### config.mk
export PLATFORM = sky130hd
export DESIGN_NAME = intra4_pred_engine
export DESIGN_NICKNAME = d
export VERILOG_FILES = /design/src/rtl/intra4_pred_engine.sv
export SDC_FILE = /design/constraint.sdc
export NUM_CORES = 1
export LEC_CHECK = 0
export CAP_MARGIN = 10
export CORE_ASPECT_RATIO = 1.5
export CORE_MARGIN = 2
export CORE_UTILIZATION = 25
export CTS_CLUSTER_DIAMETER = 150
export CTS_CLUSTER_SIZE = 10
export DETAILED_ROUTE_END_ITERATION = 10
export DONT_BUFFER_PORTS = 1
export GPL_TIMING_DRIVEN = 0
export PLACE_DENSITY_LB_ADDON = 0.12
export SLEW_MARGIN = 20
export SYNTH_ARGS = -nofsm -noshare
export SYNTH_HDL_FRONTEND = slang
export SYNTH_SLANG_ARGS = --single-unit
### constraint.sdc
create_clock -name clk -period 13.6 [get_ports clk]
set_input_delay 2.72 -clock clk [delete_from_list [all_inputs] [get_ports clk]]
set_output_delay 2.72 -clock clk [all_outputs]
set_load 0.03 [all_outputs]
### src/rtl/intra4_pred_engine.sv
// 4x4 intra luma predictor (DC, TM, VE, HE, HU, LD) with VP8 rounding.
// Accepts one block's edge samples and a mode, computes all 16 samples in one
// cycle, then streams the prediction out one row per valid/ready beat.
module intra4_pred_engine #(
  parameter int BIT_WIDTH  = 8,
  parameter int BLOCK_SIZE = 4
) (
  input  logic                   clk,
  input  logic                   rst,
  input  logic                   in_valid,
  output logic                   in_ready,
  input  logic [2:0]             in_mode,
  input  logic [BIT_WIDTH*4-1:0] in_top,
  input  logic [BIT_WIDTH*4-1:0] in_top_right,
  input  logic [BIT_WIDTH*4-1:0] in_left,
  input  logic [BIT_WIDTH-1:0]   in_top_left,
  output logic                   out_valid,
  input  logic                   out_ready,
  output logic [BIT_WIDTH*4-1:0] out_row,
  output logic [1:0]             out_row_idx,
  output logic                   out_last,
  output logic                   out_err,
  output logic                   busy
);

  localparam int BW = BIT_WIDTH;

  generate
    if (BLOCK_SIZE != 4) begin : g_bad_block_size
      $error("intra4_pred_engine: BLOCK_SIZE must be 4");
    end
  endgenerate

  typedef enum logic [1:0] {IDLE, CALC, EMIT} state_t;
  state_t state;

  // Stage p0: edges and mode captured at accept
  logic [2:0]    mode_p0;
  logic [BW-1:0] top_p0 [8];
  logic [BW-1:0] left_p0 [4];
  logic [BW-1:0] corner_p0;

  // Stage p1: full prediction block, one packed row per entry
  logic [4*BW-1:0] rows_p1 [4];

  logic [BW-1:0]   pred_c [16];
  logic [4*BW-1:0] rows_c [4];
  logic [BW-1:0]   te [9];
  logic [BW-1:0]   le [6];
  logic [BW-1:0]   tx [9];
  logic [BW+2:0]   dc_sum;
  logic [BW-1:0]   dc_val;
  logic [BW-1:0]   hu_v [7];

  function automatic logic [BW-1:0] avg2(input logic [BW-1:0] a, input logic [BW-1:0] b);
    logic [BW+2:0] s;
    s = {3'b000, a} + {3'b000, b} + (BW+3)'(1);
    return s[BW:1];
  endfunction

  function automatic logic [BW-1:0] avg3(input logic [BW-1:0] a, input logic [BW-1:0] b,
                                         input logic [BW-1:0] c);
    logic [BW+2:0] s;
    s = {3'b000, a} + {2'b00, b, 1'b0} + {3'b000, c} + (BW+3)'(2);
    return s[BW+1:2];
  endfunction

  // L + T - P spans [-(2^BW-1), 2*(2^BW-1)], so BW+2 signed bits hold it exactly
  function automatic logic [BW-1:0] tm_clip(input logic [BW-1:0] l, input logic [BW-1:0] t,
                                            input logic [BW-1:0] p);
    logic signed [BW+1:0] s;
    s = $signed({2'b00, l}) + $signed({2'b00, t}) - $signed({2'b00, p});
    if (s[BW+1])
      return '0;
    else if (s[BW])
      return '1;
    else
      return s[BW-1:0];
  endfunction

  // Compute all 16 prediction samples from the latched edges
  always_comb begin
    for (int i = 0; i < 16; i++) pred_c[i] = '0;
    // te: T[-1..7] shifted by one; le: L[-1..4] shifted by one with L[4]=L[3]
    te[0] = corner_p0;
    for (int i = 0; i < 8; i++) te[i+1] = top_p0[i];
    le[0] = corner_p0;
    for (int i = 0; i < 4; i++) le[i+1] = left_p0[i];
    le[5] = left_p0[3];
    // Extending T[8]=T[7] makes the LD corner avg3(T6,T7,T7) fall out of the general formula
    for (int i = 0; i < 8; i++) tx[i] = top_p0[i];
    tx[8] = top_p0[7];
    dc_sum = (BW+3)'(4);
    for (int i = 0; i < 4; i++) dc_sum = dc_sum + {3'b000, top_p0[i]} + {3'b000, left_p0[i]};
    dc_val = dc_sum[BW+2:3];
    hu_v[0] = avg2(left_p0[0], left_p0[1]);
    hu_v[1] = avg2(left_p0[1], left_p0[2]);
    hu_v[2] = avg2(left_p0[2], left_p0[3]);
    hu_v[3] = avg3(left_p0[0], left_p0[1], left_p0[2]);
    hu_v[4] = avg3(left_p0[1], left_p0[2], left_p0[3]);
    hu_v[5] = avg3(left_p0[2], left_p0[3], left_p0[3]);
    hu_v[6] = left_p0[3];
    case (mode_p0)
      3'd0: for (int i = 0; i < 16; i++) pred_c[i] = dc_val;
      3'd1: for (int r = 0; r < 4; r++)
              for (int c = 0; c < 4; c++)
                pred_c[r*4+c] = tm_clip(left_p0[r], top_p0[c], corner_p0);
      3'd2: for (int r = 0; r < 4; r++)
              for (int c = 0; c < 4; c++)
                pred_c[r*4+c] = avg3(te[c], te[c+1], te[c+2]);
      3'd3: for (int r = 0; r < 4; r++)
              for (int c = 0; c < 4; c++)
                pred_c[r*4+c] = avg3(le[r], le[r+1], le[r+2]);
      3'd4: begin
        pred_c[0]  = hu_v[0]; pred_c[1]  = hu_v[3]; pred_c[2]  = hu_v[1]; pred_c[3]  = hu_v[4];
        pred_c[4]  = hu_v[1]; pred_c[5]  = hu_v[4]; pred_c[6]  = hu_v[2]; pred_c[7]  = hu_v[5];
        pred_c[8]  = hu_v[2]; pred_c[9]  = hu_v[5]; pred_c[10] = hu_v[6]; pred_c[11] = hu_v[6];
        pred_c[12] = hu_v[6]; pred_c[13] = hu_v[6]; pred_c[14] = hu_v[6]; pred_c[15] = hu_v[6];
      end
      3'd5: for (int r = 0; r < 4; r++)
              for (int c = 0; c < 4; c++)
                pred_c[r*4+c] = avg3(tx[r+c], tx[r+c+1], tx[r+c+2]);
      default: for (int i = 0; i < 16; i++) pred_c[i] = '0;
    endcase
    for (int r = 0; r < 4; r++)
      rows_c[r] = {pred_c[r*4+3], pred_c[r*4+2], pred_c[r*4+1], pred_c[r*4]};
  end

  // Data path registers: edges on accept, prediction block at the end of CALC
  always_ff @(posedge clk) begin
    if (state == IDLE && in_valid) begin
      mode_p0   <= in_mode;
      corner_p0 <= in_top_left;
      for (int i = 0; i < 4; i++) begin
        top_p0[i]   <= in_top[BW*i +: BW];
        top_p0[4+i] <= in_top_right[BW*i +: BW];
        left_p0[i]  <= in_left[BW*i +: BW];
      end
    end
    if (state == CALC)
      for (int r = 0; r < 4; r++) rows_p1[r] <= rows_c[r];
  end

  // Control FSM with registered handshake and output signals
  always_ff @(posedge clk) begin
    if (rst) begin
      state       <= IDLE;
      in_ready    <= 1'b1;
      busy        <= 1'b0;
      out_valid   <= 1'b0;
      out_row     <= '0;
      out_row_idx <= 2'd0;
      out_last    <= 1'b0;
      out_err     <= 1'b0;
    end else begin
      case (state)
        IDLE: begin
          if (in_valid) begin
            state    <= CALC;
            in_ready <= 1'b0;
            busy     <= 1'b1;
          end
        end
        CALC: begin
          state       <= EMIT;
          out_valid   <= 1'b1;
          out_row     <= rows_c[0];
          out_row_idx <= 2'd0;
          out_last    <= 1'b0;
          out_err     <= (mode_p0 > 3'd5);
        end
        EMIT: begin
          if (out_ready) begin
            if (out_row_idx == 2'd3) begin
              state       <= IDLE;
              in_ready    <= 1'b1;
              busy        <= 1'b0;
              out_valid   <= 1'b0;
              out_row     <= '0;
              out_row_idx <= 2'd0;
              out_last    <= 1'b0;
              out_err     <= 1'b0;
            end else begin
              out_row     <= rows_p1[out_row_idx + 2'd1];
              out_row_idx <= out_row_idx + 2'd1;
              out_last    <= (out_row_idx == 2'd2);
            end
          end
        end
        default: state <= IDLE;
      endcase
    end
  end

endmodule

==> flow_summary.json <==
{
  "outcome": "finished, final reports clean",
  "chipHeight_um": 420,
  "die_width_um": 282,
  "ctsResizeCount": 0,
  "hold_slack_ns": 0.589,
  "num_vias": 23600,
  "min_period_over_period_pct": 50.0,
  "timing.critical_path.cells": "inv_1, fa_1, inv_1, fa_1, fa_1, inv_1, fa_1, inv_1, ha_1, o21ai_0, and2b_2, nor4b_1, o21ai_1, a31oi_2, nand2_1, or3_4",
  "finalWorstPathRequiredPeriod_ns": 6.80,
  "place_hpwl_um": 130000,
  "largest_net_degree_at_the_start_of_global_routing": 87,
  "grt_setup_unrepaired": "no",
  "crit_path_max_fanout": 6,
  "fillCellCount": 12300,
  "yosys-top-cells-count": "sky130_fd_sc_hd__inv_1 (451), sky130_fd_sc_hd__ha_1 (277), sky130_fd_sc_hd__fa_1 (251)",
  "yosys_warnings": 0,
  "post_synth_instance_area_um2": 28900,
  "synth.avg_cell_area_um2": 9.68,
  "cts_buffers": 31,
  "cts_hold_buf": 0,
  "route.antenna.remaining_nets": 0,
  "core_region_area_um2": 114000,
  "netlist_top_cells_area": "sky130_fd_sc_hd__edfxtp_1 (24%), sky130_fd_sc_hd__fa_1 (17%), sky130_fd_sc_hd__ha_1 (12%)",
  "critical_path.endpoint_type": "flip-flop",
  "numPlacedInstances": 4548,
  "cts.htree.levels": 1,
  "drive_above_1_share_pct": 4.76,
  "synthDominantCellAreaShare_pct": 24.4,
  "critPathLaunch": "left_p0[2][4]",
  "port-buffer-count": 0,
  "regToRegSetupSlack_ns": 6.80,
  "finish.cell_count_without_fillers": 4606,
  "critical_path.max_stage_delay_ns": 0.87,
  "synth.lib_cells_used.distinct": 87,
  "nNetsFinal": 3680,
  "power.ir.vdd_worst_mv": 0.111,
  "hold_path.class": "reg2reg",
  "critical_path.reg2reg.startpoint": "left_p0[2][4]",
  "rr_endpoint": "rows_p1[0][6]",
  "synth-edff-count": 235,
  "clk_buf_depth": 3,
  "cts.reportedPaths.clkPinSlew_ns": 0.06,
  "r2r.worst_path.cells": 16,
  "synthesized_instance_count": 2986,
  "first_global_vias": 25000,
  "drtIter0Drc": 1350,
  "synth-async-reset-ratio_pct": 0,
  "cp.required_ns": 13.98,
  "flow.area_growth_from_synthesis_pct": 11.3,
  "place.gp.congestion": 1.03,
  "yosys_most_used_dff": "sky130_fd_sc_hd__edfxtp_1",
  "report.final.slew_viol_count": 0,
  "final.setup_skew_ns": 0.0216,
  "hold_violations": 0,
  "clockRootBuffer": "sky130_fd_sc_hd__clkbuf_16",
  "drc": 0,
  "top_level_ports": 150,
  "max_clock_freq_mhz": 147,
  "grt_first_pass_wirelength_um": 202000,
  "leakage_nw": 13.2,
  "synth_most_common_cell": "sky130_fd_sc_hd__inv_1",
  "overflow_left_after_global_routing": 0,
  "drv_cap": 0,
  "cp-start-kind": "flip-flop",
  "grt_use_total_pct": 25.3,
  "worst-slew-pin-transition_ns": 1.18,
  "initial_util_pct": 25.2,
  "yosys_register_bits": 276,
  "synth_top_area_cell": "sky130_fd_sc_hd__edfxtp_1",
  "worst_skew_pair.late_latency_ns": 0.64,
  "mappedNetlistNets": 3625,
  "timing.setup.tns_ns": 0,
  "number_of_antenna_violations_at_the_first_check_in_global_routing": 9,
  "register_area_share_after_synthesis_pct": 27.3,
  "finalSetupViolations": 0,
  "clock_sink_count": 276,
  "power_per_cell_area_nw_per_um2": 160,
  "postCtsSetupBuffers": 0,
  "max_slew_margin_pct": 20.5,
  "setup.worst_path.class": "reg2reg",
  "wirelength_routed_um": 149000,
  "drt-wirelength-per-cell_um": 32.4,
  "rows": 152,
  "worst_setup_path_endpoint": "rows_p1[0][6]",
  "worst_path_max_delay_cell": "sky130_fd_sc_hd__nor4b_1",
  "timing.hold.worst.start": "out_valid",
  "vias_per_cell": 5.13,
  "number_of_iterations_in_the_first_detailed_routing_pass": 5,
  "die_outline_area_um2": 118000,
  "worst-endpoint-arrival_ns": 7.18,
  "tritoncts_clock_tree": "built"
}
==> flip-flops by register name, summed over array words and instances, names as in the netlist <==
name	cells
in_ready	1
out_row_idx	2
out_last	1
state	2
corner_p0	8
out_valid	1
out_err	1
top_p0	64
busy	1
out_row	32
mode_p0	3
left_p0	32
rows_p1	128
==> metrics by stage <==
| step | cell area, µm² | setup slack, ns | utilization [%] | power, mW |
|---|---|---|---|---|
| after floorplan | 28900 | 8.21 | - | 3.08 |
| after global placement | 30800 | 5.40 | 26.9 | 4.31 |
| after detailed placement | 31300 | 6.83 | 27.3 | 4.33 |
| after CTS | 32200 | 6.83 | 28.1 | 5.15 |
| after global routing | 32200 | 6.78 | 28.1 | 5.44 |
| final | 32200 | 6.80 | 28.1 | 5.15 |
==> kinds of logic (layout without fill, tap and decap cells) <==
logic type | after synthesis | after routing | share of synthesized area (%)
AOI/OAI and AO/OA | 681 | 681 | 14.9
xor gates and xnor gates | 169 | 169 | 5.12
adders and majority gates | 530 | 530 | 29.4
buffers and inverters | 504 | 583 | 6.77
DFF | 276 | 276 | 27.3
muxes | 38 | 38 | 2.71
other | 0 | 1 | 0
and+or+nand+nor | 788 | 788 | 13.8
==> report_power, final <==
part	leakage [nW]	switching (mW)	total [mW]	internal (mW)
clock network	0.415	0.364	0.788	0.424
registers	2.56	0.123	1.22	1.10
logic	10.2	2.10	3.14	1.04
==> worst min path at each step <==
stage | cells past startpoint | to
floorplan | 2 | out_valid
global placement | 2 | out_valid
detailed placement | 2 | out_valid
CTS | 2 | out_valid
global route | 2 | out_valid
finish | 2 | out_valid
==> area by class of cell <==
cell class                      instances  area [µm²]  share of cell area [%]
Sequential cell                       276        7880                    24.5
Inverter                              451        1700                    5.29
Buffer                                 53         268                   0.833
Antenna cell                            1        2.50                 0.00778
Tap cell                             1540        1930                    5.99
Clock buffer                           56         870                    2.70
Multi-Input combinational cell       2206       19100                    59.5
Timing Repair Buffer                   22         370                    1.15
Clock inverter                          1        5.00                  0.0156
==> critical path, delay by kind of cell (launching register included) <==
family          cells  cell delay (ns)
compound gates      3             0.92
fa+ha+maj           5             2.46
buf+inv             4             0.59
flops               1             0.85
simple gates        4             1.71
==> metal layers <==
layer | track usage [%] | wire length [µm] | vias to the layer above
met1 | 26.8 | 53700 | 12000
met2 | 46.2 | 76500 | 712
li1 | - | - | 10700
met4 | 17.6 | 12600 | 6
met3 | 3.23 | 6380 | 293
met5 | 0 | 49 | -
==> cells in the final DEF, fill, tap and decap left out, drive strengths merged, types with 69 or more instances in the layout <==
| cell | Yosys | layout |
|---|---|---|
| edfxtp | 235 | 235 |
| o21ai | 219 | 219 |
| nor3 | 84 | 84 |
| clkbuf | 47 | 103 |
| nand4 | 70 | 70 |
| nand2 | 148 | 148 |
| inv | 451 | 451 |
| fa | 251 | 251 |
| xnor2 | 122 | 122 |
| nand3 | 69 | 69 |
| a21oi | 162 | 162 |
| nor2 | 216 | 216 |
| ha | 277 | 277 |
Power figures use the tool's default switching activity.
